--- src/rtl/ab_interleave_sequencer.sv ---
// Grants a shared resource to requesters B, A, B, ... after a start rise.
// Optional violation flag and embedded assertions enabled by AB_SEQ_VIOL_CHECK_EN.
module ab_interleave_sequencer #(
    parameter int unsigned NUM_ROUNDS = 1,
    parameter int unsigned TIMEOUT    = 16
) (
    input  logic clk,
    input  logic rst_n,
    input  logic start,
    input  logic req_a,
    input  logic req_b,
    output logic gnt_a,
    output logic gnt_b,
    output logic busy,
    output logic done,
    output logic abort,
    output logic viol
);

    localparam int unsigned RW       = $clog2(NUM_ROUNDS + 1);
    localparam int unsigned TW       = (TIMEOUT > 0) ? $clog2(TIMEOUT + 1) : 1;
    localparam int unsigned TMO_LAST = (TIMEOUT > 0) ? TIMEOUT - 1 : 0;
    localparam bit          TMO_EN   = (TIMEOUT > 0);

    typedef enum logic [1:0] {IDLE, WAIT_B, WAIT_A, FINISH} state_t;

    state_t        state, state_n;
    logic [RW-1:0] round, round_n;
    logic [TW-1:0] tcnt, tcnt_n, tcnt_sat;
    logic          start_q;
    logic          rise;
    logic          tmo_hit;
    logic          gnt_a_n, gnt_b_n, busy_n, done_n, abort_n;

    assign rise     = start & ~start_q;
    assign tmo_hit  = TMO_EN && (tcnt == TW'(TMO_LAST));
    assign tcnt_sat = (tcnt == TW'(TIMEOUT)) ? tcnt : tcnt + TW'(1);

    // State and registered outputs
    always_ff @(posedge clk or negedge rst_n) begin
        if (!rst_n) begin
            state   <= IDLE;
            round   <= '0;
            tcnt    <= '0;
            start_q <= 1'b0;
            gnt_a   <= 1'b0;
            gnt_b   <= 1'b0;
            busy    <= 1'b0;
            done    <= 1'b0;
            abort   <= 1'b0;
        end else begin
            state   <= state_n;
            round   <= round_n;
            tcnt    <= tcnt_n;
            start_q <= start;
            gnt_a   <= gnt_a_n;
            gnt_b   <= gnt_b_n;
            busy    <= busy_n;
            done    <= done_n;
            abort   <= abort_n;
        end
    end

    // Next state and next output values
    always_comb begin
        state_n = state;
        round_n = round;
        tcnt_n  = tcnt;
        gnt_a_n = 1'b0;
        gnt_b_n = 1'b0;
        busy_n  = busy;
        done_n  = 1'b0;
        abort_n = 1'b0;
        case (state)
            IDLE: begin
                if (rise) begin
                    state_n = WAIT_B;
                    busy_n  = 1'b1;
                    round_n = '0;
                    tcnt_n  = '0;
                end
            end
            WAIT_B: begin
                if (req_b) begin
                    gnt_b_n = 1'b1;
                    tcnt_n  = '0;
                    state_n = (round == RW'(NUM_ROUNDS)) ? FINISH : WAIT_A;
                end else if (tmo_hit) begin
                    abort_n = 1'b1;
                    busy_n  = 1'b0;
                    tcnt_n  = TW'(TIMEOUT);
                    state_n = IDLE;
                end else begin
                    tcnt_n = tcnt_sat;
                end
            end
            WAIT_A: begin
                if (req_a) begin
                    gnt_a_n = 1'b1;
                    round_n = round + RW'(1);
                    tcnt_n  = '0;
                    state_n = WAIT_B;
                end else if (tmo_hit) begin
                    abort_n = 1'b1;
                    busy_n  = 1'b0;
                    tcnt_n  = TW'(TIMEOUT);
                    state_n = IDLE;
                end else begin
                    tcnt_n = tcnt_sat;
                end
            end
            FINISH: begin
                done_n  = 1'b1;
                busy_n  = 1'b0;
                state_n = IDLE;
            end
            default: state_n = IDLE;
        endcase
    end

`ifdef AB_SEQ_VIOL_CHECK_EN
    logic a_ooo, b_ooo, a_ooo_q, b_ooo_q, viol_q, pend_a;

    assign a_ooo = (state == WAIT_B) & req_a;
    assign b_ooo = (state == WAIT_A) & req_b;
    assign viol  = viol_q;

    // Sticky flag: the same requester out of order on two consecutive cycles
    always_ff @(posedge clk or negedge rst_n) begin
        if (!rst_n) begin
            a_ooo_q <= 1'b0;
            b_ooo_q <= 1'b0;
            viol_q  <= 1'b0;
        end else begin
            a_ooo_q <= a_ooo;
            b_ooo_q <= b_ooo;
            if ((a_ooo & a_ooo_q) | (b_ooo & b_ooo_q)) viol_q <= 1'b1;
        end
    end

    // pend_a is high between a gnt_b and the gnt_a that must follow it
    always_ff @(posedge clk or negedge rst_n) begin
        if (!rst_n)                      pend_a <= 1'b0;
        else if (gnt_b)                  pend_a <= 1'b1;
        else if (gnt_a | done | abort)   pend_a <= 1'b0;
    end

    a_gnt_mutex: assert property (@(posedge clk) disable iff (!rst_n) !(gnt_a && gnt_b));
    a_b_order:   assert property (@(posedge clk) disable iff (!rst_n) gnt_b |-> !pend_a);
    a_a_order:   assert property (@(posedge clk) disable iff (!rst_n) gnt_a |-> pend_a);
`else
    assign viol = 1'b0;
`endif

endmodule

--- config.mk ---
export PLATFORM = sky130hd
export DESIGN_NAME = ab_interleave_sequencer
export DESIGN_NICKNAME = d
export VERILOG_FILES = /design/src/rtl/ab_interleave_sequencer.sv
export SDC_FILE = /design/constraint.sdc
export NUM_CORES = 1
export LEC_CHECK = 0
export CORE_MARGIN = 3
export CORE_UTILIZATION = 40
export CTS_CLUSTER_DIAMETER = 120
export DETAILED_ROUTE_END_ITERATION = 12
export PLACE_DENSITY_LB_ADDON = 0.3
export SLEW_MARGIN = 10
export SYNTH_ARGS = -nofsm -noshare
export SYNTH_HDL_FRONTEND = slang
export SYNTH_SLANG_ARGS = --single-unit
--- constraint.sdc ---
create_clock -name clk -period 3.2 [get_ports clk]
set_clock_uncertainty 0.15 [all_clocks]
set_input_delay 0.32 -clock clk [delete_from_list [all_inputs] [get_ports clk]]
set_output_delay 0.32 -clock clk [all_outputs]
set_load 0.1 [all_outputs]
Word-level counts from Yosys, hierarchy flattened
Index checks and enable logic that the tools add are counted.
{ "word_totals": {"ff_bits": 14, "input_bits": 5, "elab_cells": 57} }
{ "classes": {"n_addsub": 2, "eq_ne": 9, "n_reduce_logical": 6, "muxes": 29, "n_bitwise": 2} }
{ "ops": {"columns": ["operator", "n"], "rows": [
  ["$mux 5", 5],
  ["$mux 1", 15],
  ["$pmux 5 s3", 1],
  ["$mux 2", 4],
  ["$ne 2x2->1 const B", 4],
  ["$pmux 2 s4", 1],
  ["$reduce_and 3->1", 2],
  ["$add 5x1->5 const B", 1],
  ["$eq 5x4->1 const B", 1],
  ["$eq 5x5->1 const B", 1],
  ["$eq 2x2->1 const B", 2],
  ["$pmux 1 s2", 2],
  ["$pmux 1 s4", 1],
  ["$reduce_bool 3->1", 1],
  ["$eq 2x1->1 const B", 1],
  ["$logic_not 2->1", 1],
  ["$reduce_and 2->1", 1],
  ["$reduce_bool 2->1", 1],
  ["$add 1x1->1 const B", 1],
  ["$and 1x1->1", 1],
  ["$not 1->1", 1]
]} }

Logic depth before layout (Yosys ltp)
Gate-level depths: netlist (run 1).
{ "logic_depth": {"depth_word": 5, "depth_mapped": 7} }

Worst setup path after synthesis (run 1)
No wires, ideal clock.
{ "synth_path": {"path_kind": "flip-flop to flip-flop", "from": "register tcnt[0]", "to": "register tcnt[3]", "setup_ps": 92, "stages_incl_launch_ff": 8, "path_slack_ps": 1356, "n_path_buf": 0, "arrival_time_ps": 1602, "synth_period_minus_slack_ps": 1844, "path_cell_list": "dfrtp_1 ha_1 and3_1 ha_1 nand2b_1 a21o_1 or2_1 o31ai_2"} }
{ "synth_between": {"elab_chain_len": 5, "word_cells_on_any_way": 8, "classes_between": "add/sub: 1; eq/ne: 2; mux: 5"} }
{ "synth_rtl": {"columns": ["item", "line_no", "source"], "rows": [
  ["from (decl)", "29", "logic [TW-1:0] tcnt, tcnt_n, tcnt_sat;"],
  ["from (signal assigned)", "54", "tcnt <= tcnt_n;"],
  ["$add 5x1->5 / $eq 5x5->1 (equally long branches)", "37", "assign tcnt_sat = (tcnt == TW'(TIMEOUT)) ? tcnt : tcnt + TW'(1);"],
  ["$mux 5", "37", null],
  ["$mux 5 (*)", "88, 103", null],
  ["$mux 5 (on tied branches)", "98, 84", null],
  ["$pmux 5 s3 (*)", "74", "case (state)"]
]} }
Every way passes the cells marked *; elsewhere a longest branch is shown, timed or not.
A chain may end at the register's enable or synchronous reset.

Worst setup path in the final report (run 1)
{ "layout_path": {"from": "register busy", "to": "output busy"} }
{ "layout_rtl": {"columns": ["item", "line_no", "source"], "rows": [
  ["from (decl)", "14", "output logic busy,"],
  ["from (signal assigned)", "58", "busy <= busy_n;"]
]} }
No word-level cell between the ends.

==> results.py, run 1 <==
metrics = {
    "outcome": {
        "outcome": "completed",
    },
    "grt": {
        "grt_pass1_vias": 567,
        "grt_pass1_wl_mm": 2.40,
        "grt_max_degree": 15,
        "grt_util_all_layers": 0.125,
        "antenna_found_initial": 0,
        "grt-ovfl-total": 0,
    },
    "synth": {
        "synth_ff_type": "dfrtp_1",
        "synth-edff-count": 0,
        "async_flop_share": 1.00,
        "syn_inst": 76,
        "avgSynthCellArea_um2": 10.7,
        "synth_warnings": 0,
        "syn_nets": 90,
        "synth_area_leaders": "dfrtp_1, ha_1, nand2b_1, o21ai_0, inv_1",
        "yosysTopAreaCellShare": 0.429,
        "syn_area_um2": 816,
        "synth-seq-cells": 14,
        "synth_cell_types": 30,
        "synth_top_area_cell": "dfrtp_1",
        "ys_seq_area_frac": 0.429,
    },
    "final_layout": {
        "antenna_cells": 0,
        "ff_latch_area_um2": 350,
        "fin_cells": 113,
        "multi_input_area_um2": 435,
        "fin_area_um2": 966,
        "nFillCells": 187,
        "area_delta_synth_final_pct": 18.4,
        "mostFrequentLayoutCell": "dfrtp_1",
        "nets": 103,
        "final_core_util": 0.531,
        "drive_above_1_share": 0.0909,
        "final_cell_mix": "dfrtp_1, ha_1, clkdlybuf4s50_1",
    },
    "timing": {
        "rsz0062_at_grt": "false",
        "tightest_slew_ns": 0.963,
        "maxSlewHeadroom": 0.356,
        "finalHoldViolations": 0,
        "finalSetupViolations": 0,
        "period_needed_ns": 2.23,
        "fmax_mhz": 449,
        "setup_ws_ns": 0.971,
        "finalMaxSlewViolations": 0,
        "tns_ns": 0,
        "period_share": 0.697,
    },
    "cts": {
        "numClockSinks": 14,
        "ctsHoldBuffers": 0,
        "h-tree-depth": 1,
        "cts_tree": "built",
        "cts_setup_buffers": 0,
        "clk_pin_slew_ns": 0.08,
        "cts-root-buf": "clkbuf_4",
        "cts_buffer_depth": 2,
        "cts_buffers": 3,
        "clk_latency_ns": 0.28,
        "cts.repair.resized": 0,
    },
    "die": {
        "die_area_um2": 2620,
        "die_y_um": 51.2,
        "coreArea_um2": 1820,
        "io_pins": 11,
        "die_w_um": 51.2,
        "fp-row-count": 15,
        "start_util": 0.448,
    },
    "critical_path": {
        "startpoint_type": "register",
        "startpoint": "busy$_DFFE_PN0P_",
        "critPathSlowestCell": "clkdlybuf4s50_1",
        "r2r_setup_slack_ns": 1.26,
        "critPathKind": "reg -> out",
        "crit_chain": "clkdlybuf4s50_1",
        "cp.required_ns": 2.73,
        "critical_path_arrival_ns": 1.76,
        "endpoint_kind": "output pin",
        "r2r-start": "tcnt[0]$_DFFE_PN0P_",
        "cp_top_family": "buffers and inverters",
        "slowest_delay_ns": 1.13,
        "cp.buffers_inverters": 1,
        "crit_fanout": 2,
    },
    "flow_run": {
        "cap_violations": 0,
    },
    "place": {
        "dpl.cell_count": 109,
        "dpl_cell_area_um2": 930,
        "portBuffers": 9,
        "gp_congestion": 0.792,
        "hpwl_mm": 1.11,
        "dp_slack_ns": 1.24,
    },
    "route": {
        "vias": 579,
        "postRouteAntennaNets": 0,
        "wl_mm": 1.41,
        "drt-wirelength-per-cell_um": 12.5,
        "viasPerCell": 5.12,
        "drc_errors": 0,
        "dr.pass1.iters": 4,
        "drt_iter0_markers": 5,
    },
    "min_path": {
        "hold_class": "in -> async",
    },
    "power": {
        "cellPowerDensity_nw_per_um2": 788,
        "irDropWorstVdd_mv": 0.499,
        "leakagePower_nw": 0.436,
    },
}
==> logic make-up after synthesis <==
group,Yosys count,share of synthesized area
other cells,1,0.00460
simple gates,21,0.167
flops,14,0.429
buf+inv,7,0.0368
compound gates,21,0.183
fa+ha+maj,9,0.138
mux,3,0.0414
==> sequential cells by signal, indices dropped and copies added (netlist names) <==
| register | count |
|---|---|
| start_q | 1 |
| done | 1 |
| abort | 1 |
| busy | 1 |
| round | 1 |
| gnt_a | 1 |
| gnt_b | 1 |
| state | 2 |
| tcnt | 5 |
==> cells in the mapped netlist (3+ instances only) <==
cell type	number
inv_1	6
a21oi_1	3
ha_1	9
and2_1	3
o21ai_0	5
nand2b_1	5
dfrtp_1	14
==> report_power, final <==
group / switching (W) / total [W] / internal (W) / leakage, nW
logic: 0.000258 / 0.000397 / 0.000140 / 0.228
registers: 0.0000245 / 0.000238 / 0.000213 / 0.187
clock network: 0.0000566 / 0.000126 / 0.0000692 / 0.0210
total: 0.000339 / 0.000761 / 0.000422 / 0.436
==> through the flow <==
stage	power (W)	hold slack, ns
global placement	0.000635	0.326
floorplan	0.000552	-0.126
detailed placement	0.000641	0.339
global route	0.000820	0.326
finish	0.000761	0.272
CTS	0.000771	0.296
==> layout make-up <==
type / count / area share
clock buffer: 4 / 0.0376
timing repair buffer: 9 / 0.0933
multi-input combinational: 55 / 0.451
tap: 25 / 0.0324
inverter: 6 / 0.0233
sequential: 14 / 0.363
==> worst paths after layout <==
path                            depth (start not counted)                  end
worst max-delay path                                    1                 busy
worst min-delay path                                    1      gnt_b$_DFF_PN0_
worst max register to register                          7  tcnt[3]$_DFFE_PN0P_
worst min register to register                          1     busy$_DFFE_PN0P_
max in group asynchronous                               1  tcnt[1]$_DFFE_PN0P_
min in group clk                                        1     busy$_DFFE_PN0P_
==> metal layers <==
layer  GRT usage  vias up  wire, µm
met5           0        -         0
met4      0.0807        0        41
met3      0.0321        5        94
met2       0.193       16       618
met1       0.154      267       658
li1            -      291         -
No activity file was read; power rests on OpenSTA's default activity.
==> run 2, diff against run 1 <==
clock period = 2.15 ns   (was 3.2 ns; I/O delays follow)
==> run 2 against run 1 <==
  * Via count grew 1.6%
  * Worst hold slack lost 0.11 ns
  * Worst setup slack lost 0.77 ns
  * Cell area shrank 1.3%
  * Critical endpoint is now tcnt[3]$_DFFE_PN0P_
==> results.py, run 2 (same netlist as run 1, synthesis figures left out) <==
metrics = {
    "outcome": {
        "outcome": "completed",
    },
    "die": {
        "die_w_um": 51.2,
        "die_y_um": 51.2,
        "io_pins": 11,
        "start_util": 0.448,
        "coreArea_um2": 1820,
        "die_area_um2": 2620,
        "fp-row-count": 15,
    },
    "final_layout": {
        "ff_latch_area_um2": 350,
        "nFillCells": 189,
        "final_core_util": 0.524,
        "nets": 103,
        "area_delta_synth_final_pct": 16.9,
        "largest_reg_flops": 5,
        "top_regs": "tcnt: 5 flops, state: 2 flops",
        "regMostFlops": "tcnt",
        "drive_above_1_share": 0.148,
        "mostFrequentLayoutCell": "dfrtp_1",
        "antenna_cells": 0,
        "multi_input_area_um2": 435,
        "final_cell_mix": "dfrtp_1, ha_1, inv_1",
    },
    "timing": {
        "tns_ns": 0,
        "period_needed_ns": 1.95,
        "rsz0062_at_grt": "false",
        "tightest_slew_ns": 0.633,
        "finalHoldViolations": 0,
        "maxSlewHeadroom": 0.576,
        "fmax_mhz": 514,
        "finalMaxSlewViolations": 0,
        "period_share": 0.905,
        "finalSetupViolations": 0,
    },
    "grt": {
        "grt_max_degree": 15,
        "grt_util_all_layers": 0.139,
        "grt-ovfl-total": 0,
        "grt_pass1_vias": 578,
        "antenna_found_initial": 0,
        "grt_pass1_wl_mm": 2.59,
    },
    "route": {
        "drc_errors": 0,
        "wl_mm": 1.47,
        "drt_iter0_markers": 4,
        "postRouteAntennaNets": 0,
        "dr.pass1.iters": 4,
        "vias": 588,
        "drt-wirelength-per-cell_um": 13.0,
        "viasPerCell": 5.20,
    },
    "cts": {
        "cts-root-buf": "clkbuf_4",
        "ctsHoldBuffers": 0,
        "cts_setup_buffers": 0,
        "clk_latency_ns": 0.29,
        "cts_buffer_depth": 2,
        "h-tree-depth": 1,
        "clk_pin_slew_ns": 0.09,
        "cts_buffers": 3,
        "cts.repair.resized": 0,
        "cts_tree": "built",
        "numClockSinks": 14,
    },
    "power": {
        "finalPower_w": 0.00114,
        "irDropWorstVdd_mv": 0.660,
        "leakagePower_nw": 0.444,
        "cellPowerDensity_nw_per_um2": 1200,
    },
    "critical_path": {
        "critPathKind": "reg -> reg",
        "startpoint_type": "register",
        "cpMostUsedCell": "ha_1",
        "slowest_delay_ns": 0.40,
        "r2r-start": "tcnt[0]$_DFFE_PN0P_",
        "cp.buffers_inverters": 0,
        "critPathSlowestCell": "dfrtp_1",
        "critical_path_arrival_ns": 2.01,
        "r2r_setup_slack_ns": 0.20,
        "reg2regPathDepth": 7,
        "crit_fanout": 3,
        "cp.required_ns": 2.21,
        "crit_chain": "ha_1 -> and3_1 -> ha_1 -> nand2b_1 -> a21o_1 -> or2_1 -> o31ai_2",
        "reg2reg_to": "tcnt[3]$_DFFE_PN0P_",
        "endpoint_kind": "register",
        "cp_top_family": "simple AND/OR/NAND/NOR gates",
    },
    "place": {
        "gp_congestion": 0.789,
        "portBuffers": 9,
        "hpwl_mm": 1.14,
    },
    "min_path": {
        "hold_class": "in -> async",
    },
    "flow_run": {
        "cap_violations": 0,
    },
}
-- run 2: cell types whose count changed in the layout (fill, tap and decap cells not counted), sizes merged --
cell / previous run / this run
buf: 0 / 5
clkdlybuf4s50: 9 / 4
-- run 2: worst max-delay path by stage --
stage	start	to	slack [ns]	cells after the start
finish	tcnt[0]$_DFFE_PN0P_	tcnt[3]$_DFFE_PN0P_	0.20	7
global route	tcnt[0]$_DFFE_PN0P_	tcnt[3]$_DFFE_PN0P_	0.04	7
CTS	tcnt[0]$_DFFE_PN0P_	tcnt[3]$_DFFE_PN0P_	0.19	7
detailed placement	tcnt[0]$_DFFE_PN0P_	tcnt[3]$_DFFE_PN0P_	0.18	7
global placement	tcnt[0]$_DFFE_PN0P_	tcnt[3]$_DFFE_PN0P_	0.25	7
floorplan	tcnt[0]$_DFFE_PN0P_	tcnt[3]$_DFFE_PN0P_	0.31	7
-- run 2: per-stage QoR --
| stage | std cells | worst slack [ns] | hold WS, ns | area, µm² |
|---|---|---|---|---|
| after global placement | 109 | 0.255 | 0.327 | 917 |
| after CTS | 113 | 0.185 | 0.177 | 953 |
| after detailed placement | 109 | 0.182 | 0.346 | 917 |
| after global routing | 113 | 0.0437 | 0.177 | 953 |
| final | 113 | 0.205 | 0.157 | 953 |
| after floorplan | 76 | 0.306 | -0.231 | 816 |
-- run 2: metal layers --
layer,part of all wire,vias to the layer above,global-route usage
met3,0.052,5,0.0554
met1,0.49,278,0.169
li1,-,293,-
met2,0.43,12,0.208
met4,0.023,0,0.0717
met5,0,-,0
-- run 2: power by group --
| group | switching (W) | internal, W |
|---|---|---|
| combinational | 0.000388 | 0.000200 |
| sequential | 0.0000362 | 0.000317 |
| clock | 0.0000945 | 0.000103 |
| total | 0.000519 | 0.000620 |
-- run 2: final cells by class --
cell class	count	area share
Sequential cell	14	0.367
Inverter	6	0.0236
Clock buffer	4	0.0381
Multi-Input combinational cell	55	0.457
Tap cell	25	0.0328
Timing Repair Buffer	9	0.0814
